==> src/rtl/hazard_pkg.sv <==
// rtl/hazard_pkg.sv - shared constants and helpers for the pipeline hazard scheduler
package hazard_pkg;
   localparam int REG_W = 5;

   localparam logic [1:0] FWD_RF = 2'b00;
   localparam logic [1:0] FWD_W  = 2'b01;
   localparam logic [1:0] FWD_M  = 2'b10;

   // $0 is hard-wired zero, so a write to it never creates a dependency
   function automatic logic reg_match(input logic [REG_W-1:0] dst, input logic [REG_W-1:0] src);
      return (dst != '0) && (dst == src);
   endfunction
endpackage

==> src/rtl/pipeline_hazard_ctrl_if.sv <==
// rtl/pipeline_hazard_ctrl_if.sv - datapath <-> hazard scheduler signal bundle
interface pipeline_hazard_ctrl_if #(
   parameter int STALL_CNT_W = 16
);
   import hazard_pkg::*;

   logic [REG_W-1:0]       RsD;
   logic [REG_W-1:0]       RtD;
   logic [REG_W-1:0]       RsE;
   logic [REG_W-1:0]       RtE;
   logic [REG_W-1:0]       WriteRegE;
   logic [REG_W-1:0]       WriteRegM;
   logic [REG_W-1:0]       WriteRegW;
   logic                   RegWriteE;
   logic                   RegWriteM;
   logic                   RegWriteW;
   logic                   MemReadE;
   logic                   MemReadM;
   logic                   BranchD;
   logic                   PCSrcD;
   logic                   MulDivD;
   logic                   HiLoReadD;
   logic                   MulDivStartE;
   logic                   StallF;
   logic                   StallD;
   logic                   FlushD;
   logic                   FlushE;
   logic [1:0]             ForwardAE;
   logic [1:0]             ForwardBE;
   logic                   ForwardAD;
   logic                   ForwardBD;
   logic                   MulDivBusy;
   logic [STALL_CNT_W-1:0] StallCycles;

   modport master (
      output RsD, RtD, RsE, RtE, WriteRegE, WriteRegM, WriteRegW,
      output RegWriteE, RegWriteM, RegWriteW, MemReadE, MemReadM,
      output BranchD, PCSrcD, MulDivD, HiLoReadD, MulDivStartE,
      input  StallF, StallD, FlushD, FlushE, ForwardAE, ForwardBE,
      input  ForwardAD, ForwardBD, MulDivBusy, StallCycles
   );

   modport slave (
      input  RsD, RtD, RsE, RtE, WriteRegE, WriteRegM, WriteRegW,
      input  RegWriteE, RegWriteM, RegWriteW, MemReadE, MemReadM,
      input  BranchD, PCSrcD, MulDivD, HiLoReadD, MulDivStartE,
      output StallF, StallD, FlushD, FlushE, ForwardAE, ForwardBE,
      output ForwardAD, ForwardBD, MulDivBusy, StallCycles
   );
endinterface

==> src/rtl/muldiv_busy_ctr.sv <==
// rtl/muldiv_busy_ctr.sv - MULT/DIV occupancy counter driving the busy flag
module muldiv_busy_ctr #(
   parameter int MULDIV_LAT = 4
) (
   input  logic clk,
   input  logic reset,
   input  logic start,
   output logic busy
);
   localparam int CNT_W = $clog2(MULDIV_LAT + 1);
   localparam logic [CNT_W-1:0] LOAD_V = CNT_W'(MULDIV_LAT);

   logic [CNT_W-1:0] mdcnt;

   // A start while busy cannot be issued by a stalled D stage; drop it if it appears
   always_ff @(posedge clk) begin
      if (reset) begin
         mdcnt <= '0;
      end else if (start && (mdcnt == '0)) begin
         mdcnt <= LOAD_V;
      end else if (mdcnt != '0) begin
         mdcnt <= mdcnt - CNT_W'(1);
      end
   end

   assign busy = (mdcnt != '0);
endmodule

==> src/rtl/pipeline_hazard_ctrl.sv <==
// rtl/pipeline_hazard_ctrl.sv - forwarding, stall and flush control for the 5-stage pipeline
module pipeline_hazard_ctrl
   import hazard_pkg::*;
#(
   parameter int MULDIV_LAT  = 4,
   parameter int STALL_CNT_W = 16
) (
   input  logic                 Clk,
   input  logic                 Reset,
   pipeline_hazard_ctrl_if.slave hz
);
   logic lwstall;
   logic brstall;
   logic mdstall;
   logic stall;
   logic md_busy;
   logic [STALL_CNT_W-1:0] stall_cycles;

   muldiv_busy_ctr #(.MULDIV_LAT(MULDIV_LAT)) u_muldiv_busy_ctr (
      .clk   (Clk),
      .reset (Reset),
      .start (hz.MulDivStartE),
      .busy  (md_busy)
   );

   always_comb begin
      hz.ForwardAE = FWD_RF;
      if (hz.RegWriteM && reg_match(hz.WriteRegM, hz.RsE))
         hz.ForwardAE = FWD_M;
      else if (hz.RegWriteW && reg_match(hz.WriteRegW, hz.RsE))
         hz.ForwardAE = FWD_W;

      hz.ForwardBE = FWD_RF;
      if (hz.RegWriteM && reg_match(hz.WriteRegM, hz.RtE))
         hz.ForwardBE = FWD_M;
      else if (hz.RegWriteW && reg_match(hz.WriteRegW, hz.RtE))
         hz.ForwardBE = FWD_W;
   end

   // A load in M has no result yet, so the D-stage comparator cannot take it
   assign hz.ForwardAD = hz.RegWriteM && !hz.MemReadM && reg_match(hz.WriteRegM, hz.RsD);
   assign hz.ForwardBD = hz.RegWriteM && !hz.MemReadM && reg_match(hz.WriteRegM, hz.RtD);

   assign lwstall = hz.MemReadE &&
                    (reg_match(hz.WriteRegE, hz.RsD) || reg_match(hz.WriteRegE, hz.RtD));
   assign brstall = hz.BranchD &&
                    ((hz.RegWriteE && (reg_match(hz.WriteRegE, hz.RsD) ||
                                       reg_match(hz.WriteRegE, hz.RtD))) ||
                     (hz.MemReadM  && (reg_match(hz.WriteRegM, hz.RsD) ||
                                       reg_match(hz.WriteRegM, hz.RtD))));
   assign mdstall = md_busy && (hz.MulDivD || hz.HiLoReadD);

   // Reset forces a clean bubble regardless of what the datapath presents
   assign stall = (lwstall || brstall || mdstall) && !Reset;

   assign hz.StallF     = stall;
   assign hz.StallD     = stall;
   assign hz.FlushE     = stall || Reset;
   assign hz.FlushD     = (hz.PCSrcD && !stall) || Reset;
   assign hz.MulDivBusy = md_busy;

   always_ff @(posedge Clk) begin
      if (Reset) begin
         stall_cycles <= '0;
      end else if (stall && (stall_cycles != '1)) begin
         stall_cycles <= stall_cycles + STALL_CNT_W'(1);
      end
   end

   assign hz.StallCycles = stall_cycles;
endmodule
==> src/flat_wrapper.sv <==
// flat-port wrapper written by rule: the top's interface ports become plain ports
module pipeline_hazard_ctrl_flat import hazard_pkg::*;
#(
   parameter int MULDIV_LAT  = 4,
   parameter int STALL_CNT_W = 16
)
  (Clk, Reset, hz_RsD, hz_RtD, hz_RsE, hz_RtE, hz_WriteRegE, hz_WriteRegM, hz_WriteRegW, hz_RegWriteE, hz_RegWriteM, hz_RegWriteW, hz_MemReadE, hz_MemReadM, hz_BranchD, hz_PCSrcD, hz_MulDivD, hz_HiLoReadD, hz_MulDivStartE, hz_StallF, hz_StallD, hz_FlushD, hz_FlushE, hz_ForwardAE, hz_ForwardBE, hz_ForwardAD, hz_ForwardBD, hz_MulDivBusy, hz_StallCycles);
  pipeline_hazard_ctrl_if #(.STALL_CNT_W(STALL_CNT_W)) hz_i ();
  input  logic Clk;
  input  logic Reset;
  input wire logic [$bits(hz_i.RsD)-1:0] hz_RsD;
  input wire logic [$bits(hz_i.RtD)-1:0] hz_RtD;
  input wire logic [$bits(hz_i.RsE)-1:0] hz_RsE;
  input wire logic [$bits(hz_i.RtE)-1:0] hz_RtE;
  input wire logic [$bits(hz_i.WriteRegE)-1:0] hz_WriteRegE;
  input wire logic [$bits(hz_i.WriteRegM)-1:0] hz_WriteRegM;
  input wire logic [$bits(hz_i.WriteRegW)-1:0] hz_WriteRegW;
  input wire logic [$bits(hz_i.RegWriteE)-1:0] hz_RegWriteE;
  input wire logic [$bits(hz_i.RegWriteM)-1:0] hz_RegWriteM;
  input wire logic [$bits(hz_i.RegWriteW)-1:0] hz_RegWriteW;
  input wire logic [$bits(hz_i.MemReadE)-1:0] hz_MemReadE;
  input wire logic [$bits(hz_i.MemReadM)-1:0] hz_MemReadM;
  input wire logic [$bits(hz_i.BranchD)-1:0] hz_BranchD;
  input wire logic [$bits(hz_i.PCSrcD)-1:0] hz_PCSrcD;
  input wire logic [$bits(hz_i.MulDivD)-1:0] hz_MulDivD;
  input wire logic [$bits(hz_i.HiLoReadD)-1:0] hz_HiLoReadD;
  input wire logic [$bits(hz_i.MulDivStartE)-1:0] hz_MulDivStartE;
  output wire logic [$bits(hz_i.StallF)-1:0] hz_StallF;
  output wire logic [$bits(hz_i.StallD)-1:0] hz_StallD;
  output wire logic [$bits(hz_i.FlushD)-1:0] hz_FlushD;
  output wire logic [$bits(hz_i.FlushE)-1:0] hz_FlushE;
  output wire logic [$bits(hz_i.ForwardAE)-1:0] hz_ForwardAE;
  output wire logic [$bits(hz_i.ForwardBE)-1:0] hz_ForwardBE;
  output wire logic [$bits(hz_i.ForwardAD)-1:0] hz_ForwardAD;
  output wire logic [$bits(hz_i.ForwardBD)-1:0] hz_ForwardBD;
  output wire logic [$bits(hz_i.MulDivBusy)-1:0] hz_MulDivBusy;
  output wire logic [$bits(hz_i.StallCycles)-1:0] hz_StallCycles;
  assign hz_i.RsD = hz_RsD;
  assign hz_i.RtD = hz_RtD;
  assign hz_i.RsE = hz_RsE;
  assign hz_i.RtE = hz_RtE;
  assign hz_i.WriteRegE = hz_WriteRegE;
  assign hz_i.WriteRegM = hz_WriteRegM;
  assign hz_i.WriteRegW = hz_WriteRegW;
  assign hz_i.RegWriteE = hz_RegWriteE;
  assign hz_i.RegWriteM = hz_RegWriteM;
  assign hz_i.RegWriteW = hz_RegWriteW;
  assign hz_i.MemReadE = hz_MemReadE;
  assign hz_i.MemReadM = hz_MemReadM;
  assign hz_i.BranchD = hz_BranchD;
  assign hz_i.PCSrcD = hz_PCSrcD;
  assign hz_i.MulDivD = hz_MulDivD;
  assign hz_i.HiLoReadD = hz_HiLoReadD;
  assign hz_i.MulDivStartE = hz_MulDivStartE;
  assign hz_StallF = hz_i.StallF;
  assign hz_StallD = hz_i.StallD;
  assign hz_FlushD = hz_i.FlushD;
  assign hz_FlushE = hz_i.FlushE;
  assign hz_ForwardAE = hz_i.ForwardAE;
  assign hz_ForwardBE = hz_i.ForwardBE;
  assign hz_ForwardAD = hz_i.ForwardAD;
  assign hz_ForwardBD = hz_i.ForwardBD;
  assign hz_MulDivBusy = hz_i.MulDivBusy;
  assign hz_StallCycles = hz_i.StallCycles;
  pipeline_hazard_ctrl #(.MULDIV_LAT(MULDIV_LAT), .STALL_CNT_W(STALL_CNT_W)) u_core (.Clk(Clk), .Reset(Reset), .hz(hz_i));
endmodule
==> config.mk <==
export PLATFORM = sky130hd
export DESIGN_NAME = pipeline_hazard_ctrl_flat
export DESIGN_NICKNAME = d
export VERILOG_FILES = /design/src/rtl/hazard_pkg.sv /design/src/rtl/pipeline_hazard_ctrl_if.sv /design/src/rtl/muldiv_busy_ctr.sv /design/src/rtl/pipeline_hazard_ctrl.sv /design/src/flat_wrapper.sv
export SDC_FILE = /design/constraint.sdc
export NUM_CORES = 1
export LEC_CHECK = 0
export CAP_MARGIN = 5
export CORE_MARGIN = 5
export CORE_UTILIZATION = 42
export DETAILED_ROUTE_END_ITERATION = 10
export GPL_TIMING_DRIVEN = 0
export MAX_ROUTING_LAYER = met4
export PLACE_DENSITY = 0.92
export SYNTH_ARGS = -nofsm -noshare
export SYNTH_HDL_FRONTEND = slang
export SYNTH_SLANG_ARGS = --single-unit
==> constraint.sdc <==
create_clock -name Clk -period 3.4 [get_ports Clk]
set_clock_uncertainty 0.15 [all_clocks]
set_input_delay 0.68 -clock Clk [delete_from_list [all_inputs] [get_ports Clk]]
set_output_delay 0.68 -clock Clk [all_outputs]
set_load 0.01 [all_outputs]
==> metrics.cfg, run 1 <==
[yosys]
postSynth.topFlopCell=dfxtp_1
synth.yosys.seq_area_share=0.239
synth_area_per_cell_um2=7.83
yosys-top-cells-count=24 x xor2_1, 20 x nand3_1, 19 x dfxtp_1
ys_top_cells_by_area=dfxtp_1 24%, xor2_1 13%, xnor2_1 8.8%, or4_1 6.6%, nand3_1 6.3%
synth_cell_type_count=34
synth_cells=203
syn-cell-area_um2=1590
synth.net_count=253
asyncSetResetFlopFracSynth=0
ys_ff_latch=19
synth_edf_count=0
yosysMostFrequentCell=xor2_1
synth_largest_area_cell=dfxtp_1
area_share_of_the_largest_cell_type_after_synthesis=0.239
yosys_warnings=0

[run]
maxCapViolations=0

[drt]
drtAntennaViolNets=0
vias_per_cell=5.51
drtPass1Iterations=5
detail_route.wl_per_cell_um=14.8
iter_0_drt_violations=183
drt-total-wl_mm=4.77
drc=0
routed-via-count=1781

[clocking]
cts_inserted_buffers=3
hold_buffers=0
longest_clk_path_bufs=2
clk_pin_slew_worst_paths_ps=80
cts-htree-levels=1
worstSkewPairLatency_ps=260
clock-root-buffer=clkbuf_8
tritoncts_num_sinks=19
cts_tree=built

[sta]
period_needed_ps=3320
timing.setup.tns_ps=0
hold-worst-slack_ps=341
max_slew.worst_pin.slew_ps=534
clock.fmax_mhz=302
final_min_period_over_clock_period=0.975
post_route_setup_slack_ps=84.1
max_slew_margin=0.644
timing.final.hold_violations=0
final_max_slew_viol_count=0
timing.final.setup_violations=0
grt_setup_unrepaired=yes

[power_and_ir_drop]
comb_power_share=0.483
share_seq_of_total_power=0.323
power.clock.fraction=0.194
sw_frac_of_total=0.368
leakage_nw=0.881
p_int_w=0.000532
power.net_switching_w=0.000310
power.ir.vdd_worst_mv=0.262
powerDensity_nw_per_um2=354

[critical_path]
worstPathMaxFanout=3
rr_worst_depth=10
worstSetupEndpointType=output port
critical_path.startpoint_type=input port
critical_path_class=input port to output port
worstPathRequired_ps=2570
r2r_start=u_core.hz.StallCycles[0]
cp_data_arrival_time_ps=2490
crit_path_start=hz_WriteRegW[0]

[floorplan]
rows=22
dieWidth_um=71.5
number_of_ports_placed_on_the_die_boundary=74
floorplan.core_area_um2=3660
die_h_um=71.5
floorplan.die_area_um2=5120
initial_utilization=0.434

[place]
post_dp_cell_area_um2=2330
gpl.final_weighted_congestion=0.888
dp_slack_ps=-634
dpl.hpwl_mm=3.91
portBuffers=68

[outcome]
status=complete, no violations

[global_route]
global_route_wire_length_before_repair_mm=7.34
globalRouteOverflowTotal=0
grt.total_usage=0.178
antenna_found_initial=0
grt_start_max_net_pins=20
grt_pass1_vias=1658

[finish]
final_layout_size_suffix_gt1_frac=0.0800
areaGrowthSynthToFinish_pct=49.6
finalNetCount=326
post-route-cell-area_um2=2380
n_antenna_cell=0

[hold_path]
hold_path.startpoint=u_core.u_muldiv_busy_ctr.mdcnt[2]
whs_path_depth=1
worst_hold_path_type=register to register

cell families (layout without fill, tap and decap cells):
family / Yosys count / after routing / synth area share
simple gates: 83 / 83 / 0.289
xor+xnor: 40 / 40 / 0.220
compound gates: 38 / 38 / 0.146
flops: 19 / 19 / 0.239
buf+inv: 18 / 90 / 0.0677
fa+ha+maj: 3 / 3 / 0.0236
mux: 2 / 2 / 0.0142
cell usage in the layout, fill, tap and decap left out, types with 7 or more instances in the layout:
cell	instances
clkdlybuf4s50_1	50
xor2_1	24
nand3_1	20
dfxtp_1	19
xnor2_1	16
a21oi_1	16
or4_1	14
dlygate4sd2_1	13
o31ai_1	11
nor2_1	10
nor3_1	9
nand2_1	7
power groups by stage:
stage / clock network [W] / registers, W / logic [W]
2_1_floorplan: 0 / 0.000276 / 0.000243
3_3_place_gp: 0 / 0.000275 / 0.000408
3_5_place_dp: 0 / 0.000276 / 0.000421
4_1_cts: 0.000163 / 0.000272 / 0.000408
5_1_grt: 0.000174 / 0.000275 / 0.000451
6_report: 0.000163 / 0.000272 / 0.000406
path summary, 6_finish.rpt:
path / to / slack [ps]
setup reg to reg: u_core.hz.StallCycles[11] / 620
hold / removal: u_core.u_muldiv_busy_ctr.mdcnt[2] / 340
hold reg to reg: u_core.u_muldiv_busy_ctr.mdcnt[2] / 340
setup / recovery: hz_ForwardAE[0] / 80
critical path, stage by stage:
cell and delay (ps):
clkdlybuf4s50_1 540, or4_1 140, o21ai_0 90, or4_1 530
nor4_1 200, dlygate4sd2_1 310
area by class of cell:
class | count | area (um^2)
Fill cell | 304 | 1280
Multi-Input combinational cell | 166 | 1110
Timing Repair Buffer | 69 | 679
Sequential cell | 19 | 380
Buffer | 12 | 85.1
Tap cell | 48 | 60.1
Clock buffer | 3 | 41.3
Inverter | 5 | 18.8
Clock inverter | 1 | 5.00
stage by stage:
stage,cells,utilization,total power [W]
after detailed placement,319,0.637,0.000697
after global routing,323,0.650,0.000900
after CTS,322,0.644,0.000843
after global placement,319,0.637,0.000683
after floorplan,203,-,0.000519
final,323,0.650,0.000842
routing by layer:
metal / routed length (um) / global-route usage / vias to the layer above / share of wire
met4: 89 / 0.0626 / 0 / 0.019
met1: 1950 / 0.203 / 835 / 0.41
met3: 247 / 0.0210 / 7 / 0.052
met2: 2480 / 0.320 / 63 / 0.52
met5: 0 / - / - / 0
li1: - / - / 876 / -
state kept, by name, indices dropped and copies added (netlist names):
name,flops
u_core.u_muldiv_busy_ctr.mdcnt,3
u_core.hz.StallCycles,16
timing repair:
item / in CTS / in global routing
setup endpoints to repair: 6 / 5
resized for setup: 17 / 5
buffers inserted: 0 / 1
pin swaps: 2 / 2
Note: power is estimated with default switching activity, not from simulation.
==> run 2, diff against run 1 <==
--- a/config.mk
+++ b/config.mk
@@ -5,13 +5,14 @@
 export SDC_FILE = /design/constraint.sdc
 export NUM_CORES = 1
 export LEC_CHECK = 0
+export ABC_CLOCK_PERIOD_IN_PS = 3400
 export CAP_MARGIN = 5
 export CORE_MARGIN = 5
 export CORE_UTILIZATION = 42
 export DETAILED_ROUTE_END_ITERATION = 10
 export GPL_TIMING_DRIVEN = 0
 export MAX_ROUTING_LAYER = met4
-export PLACE_DENSITY = 0.92
+export PLACE_DENSITY = 0.78
 export SYNTH_ARGS = -nofsm -noshare
 export SYNTH_HDL_FRONTEND = slang
 export SYNTH_SLANG_ARGS = --single-unit
==> run 2 against run 1 <==
  * Non-clock buffer count is 1 higher
  * Largest power group unchanged
  * Sequential power hardly changed
  * Power is 0.15% lower
  * Critical path depth is 3 higher
==> metrics.cfg, run 2 (synthesized netlist as in run 1, its figures left out) <==
[clocking]
hold_buffers=0  ; unchanged
cts_inserted_buffers=3  ; unchanged
cts_tree=built
worstSkewPairLatency_ps=260  ; about the same
tritoncts_num_sinks=19  ; unchanged
clk_pin_slew_worst_paths_ps=80  ; about the same
longest_clk_path_bufs=2  ; unchanged
clock-root-buffer=clkbuf_8
cts-htree-levels=1  ; unchanged

[global_route]
grt.total_usage=0.177  ; -0.00119
grt_pass1_vias=1691  ; +2.0%
grt_start_max_net_pins=20  ; unchanged
globalRouteOverflowTotal=0  ; unchanged
antenna_found_initial=0  ; unchanged
global_route_wire_length_before_repair_mm=7.21  ; -1.8%

[sta]
max_slew.worst_pin.slew_ps=519  ; -14.3 ps
final_max_slew_viol_count=0  ; unchanged
timing.final.setup_violations=0  ; unchanged
clock.fmax_mhz=301  ; -0.14%
grt_setup_unrepaired=no
timing.final.hold_violations=0  ; unchanged
timing.setup.tns_ps=0  ; unchanged
max_slew_margin=0.654  ; +0.00951
period_needed_ps=3320  ; +4.60 ps
final_min_period_over_clock_period=0.977  ; +0.00135

[floorplan]
number_of_ports_placed_on_the_die_boundary=74  ; unchanged
initial_utilization=0.434  ; unchanged
rows=22  ; unchanged
floorplan.die_area_um2=5120  ; unchanged
dieWidth_um=71.5  ; unchanged
floorplan.core_area_um2=3660  ; unchanged
die_h_um=71.5  ; unchanged

[place]
dpl.hpwl_mm=3.67  ; -6.4%
post_dp_cell_area_um2=2330  ; unchanged
portBuffers=68  ; unchanged
gpl.final_weighted_congestion=0.862  ; -2.9%

[drt]
drtPass1Iterations=4  ; -1
drt-total-wl_mm=4.34  ; -8.9%
vias_per_cell=5.34  ; -3.1%
iter_0_drt_violations=120  ; -34%
routed-via-count=1731  ; -2.8%
drtAntennaViolNets=0  ; unchanged
detail_route.wl_per_cell_um=13.4  ; -9.2%
drc=0  ; unchanged

[critical_path]
worstSetupEndpointType=output port
critical_path_class=input port to output port
critical_path.startpoint_type=input port
worstPathRequired_ps=2570  ; about the same
cp_data_arrival_time_ps=2490  ; about the same
worstPathMaxFanout=19  ; +16

[run]
maxCapViolations=0  ; unchanged

[power_and_ir_drop]
leakage_nw=0.871  ; -1.1%
powerDensity_nw_per_um2=352  ; -0.36%
total_power_w=0.000840  ; -0.15%
power.ir.vdd_worst_mv=0.190  ; -28%

[finish]
areaGrowthSynthToFinish_pct=50.0
final_layout_size_suffix_gt1_frac=0.0906  ; +0.0106
n_fill_cell=329  ; +8.2%
layout.cells.most_common_list=51 x clkdlybuf4s50_1, 24 x xor2_1, 20 x nand3_1, 19 x dfxtp_1
finalNetCount=327  ; +0.31%
mostFrequentLayoutCell=clkdlybuf4s50_1
n_antenna_cell=0  ; unchanged
post-route-cell-area_um2=2380  ; +0.21%
max_reg_flops=16  ; unchanged

[hold_path]
worst_hold_path_type=register to register

[outcome]
status=complete, no violations

## run 2: power by group
| part | switching, W | leakage, nW | total [W] | internal (W) |
|---|---|---|---|---|
| clock | 0.0000813 | 0.0255 | 0.000163 | 0.0000817 |
| combinational | 0.000204 | 0.692 | 0.000407 | 0.000203 |
| sequential | 0.0000234 | 0.154 | 0.000271 | 0.000247 |
| total | 0.000309 | 0.871 | 0.000840 | 0.000531 |
## run 2: worst max-delay path, stage by stage
cell	delay, ps
clkdlybuf4s50_1	530
xor2_1	170
nor3_1	70
o21ai_1	170
and3_4	220
buf_6	180
nor2_2	50
buf_4	140
dlygate4sd2_1	270
## run 2: repair_timing
item                       CTS  global route
setup endpoints to repair    6             7
setup buffers                2             0
pin swaps                    4             5
resized for setup           15            12
hold endpoints to repair     0             0
cloned                       0             0
## run 2: path summary, 6_finish.rpt
check                                          from                                end  slack, ps  cells past startpoint
setup reg to reg           u_core.hz.StallCycles[0]           u_core.hz.StallCycles[9]        730                     10
hold / removal    u_core.u_muldiv_busy_ctr.mdcnt[2]  u_core.u_muldiv_busy_ctr.mdcnt[2]        330                      1
hold reg to reg   u_core.u_muldiv_busy_ctr.mdcnt[2]  u_core.u_muldiv_busy_ctr.mdcnt[2]        330                      1
setup / recovery                    hz_WriteRegE[0]                          hz_StallF         80                      9
## run 2: layout make-up
cell class,instances,area [um^2],area share
Sequential cell,19,380,0.159
Clock inverter,1,5.00,0.00210
Timing Repair Buffer,70,678,0.284
Multi-Input combinational cell,166,1120,0.468
Clock buffer,3,41.3,0.0173
Inverter,5,18.8,0.00787
Tap cell,48,60.1,0.0252
Buffer,12,85.1,0.0357
## run 2: metal layers
metal | vias up | part of all wire | global-route usage
li1 | 877 | - | -
met1 | 781 | 0.42 | 0.204
met2 | 71 | 0.48 | 0.293
met3 | 2 | 0.096 | 0.0463
met4 | 0 | 0.0048 | 0.0689
met5 | - | 0 | -
## run 2: per-stage QoR
| stage | hold slack (ps) | setup WS, ps | utilization | cells |
|---|---|---|---|---|
| after floorplan | 292 | 318 | - | 203 |
| after global placement | 309 | -633 | 0.637 | 319 |
| after detailed placement | 318 | -659 | 0.637 | 319 |
| after CTS | 335 | 5.83 | 0.648 | 324 |
| after global routing | 363 | 2.38 | 0.651 | 324 |
| final | 333 | 79.5 | 0.651 | 324 |
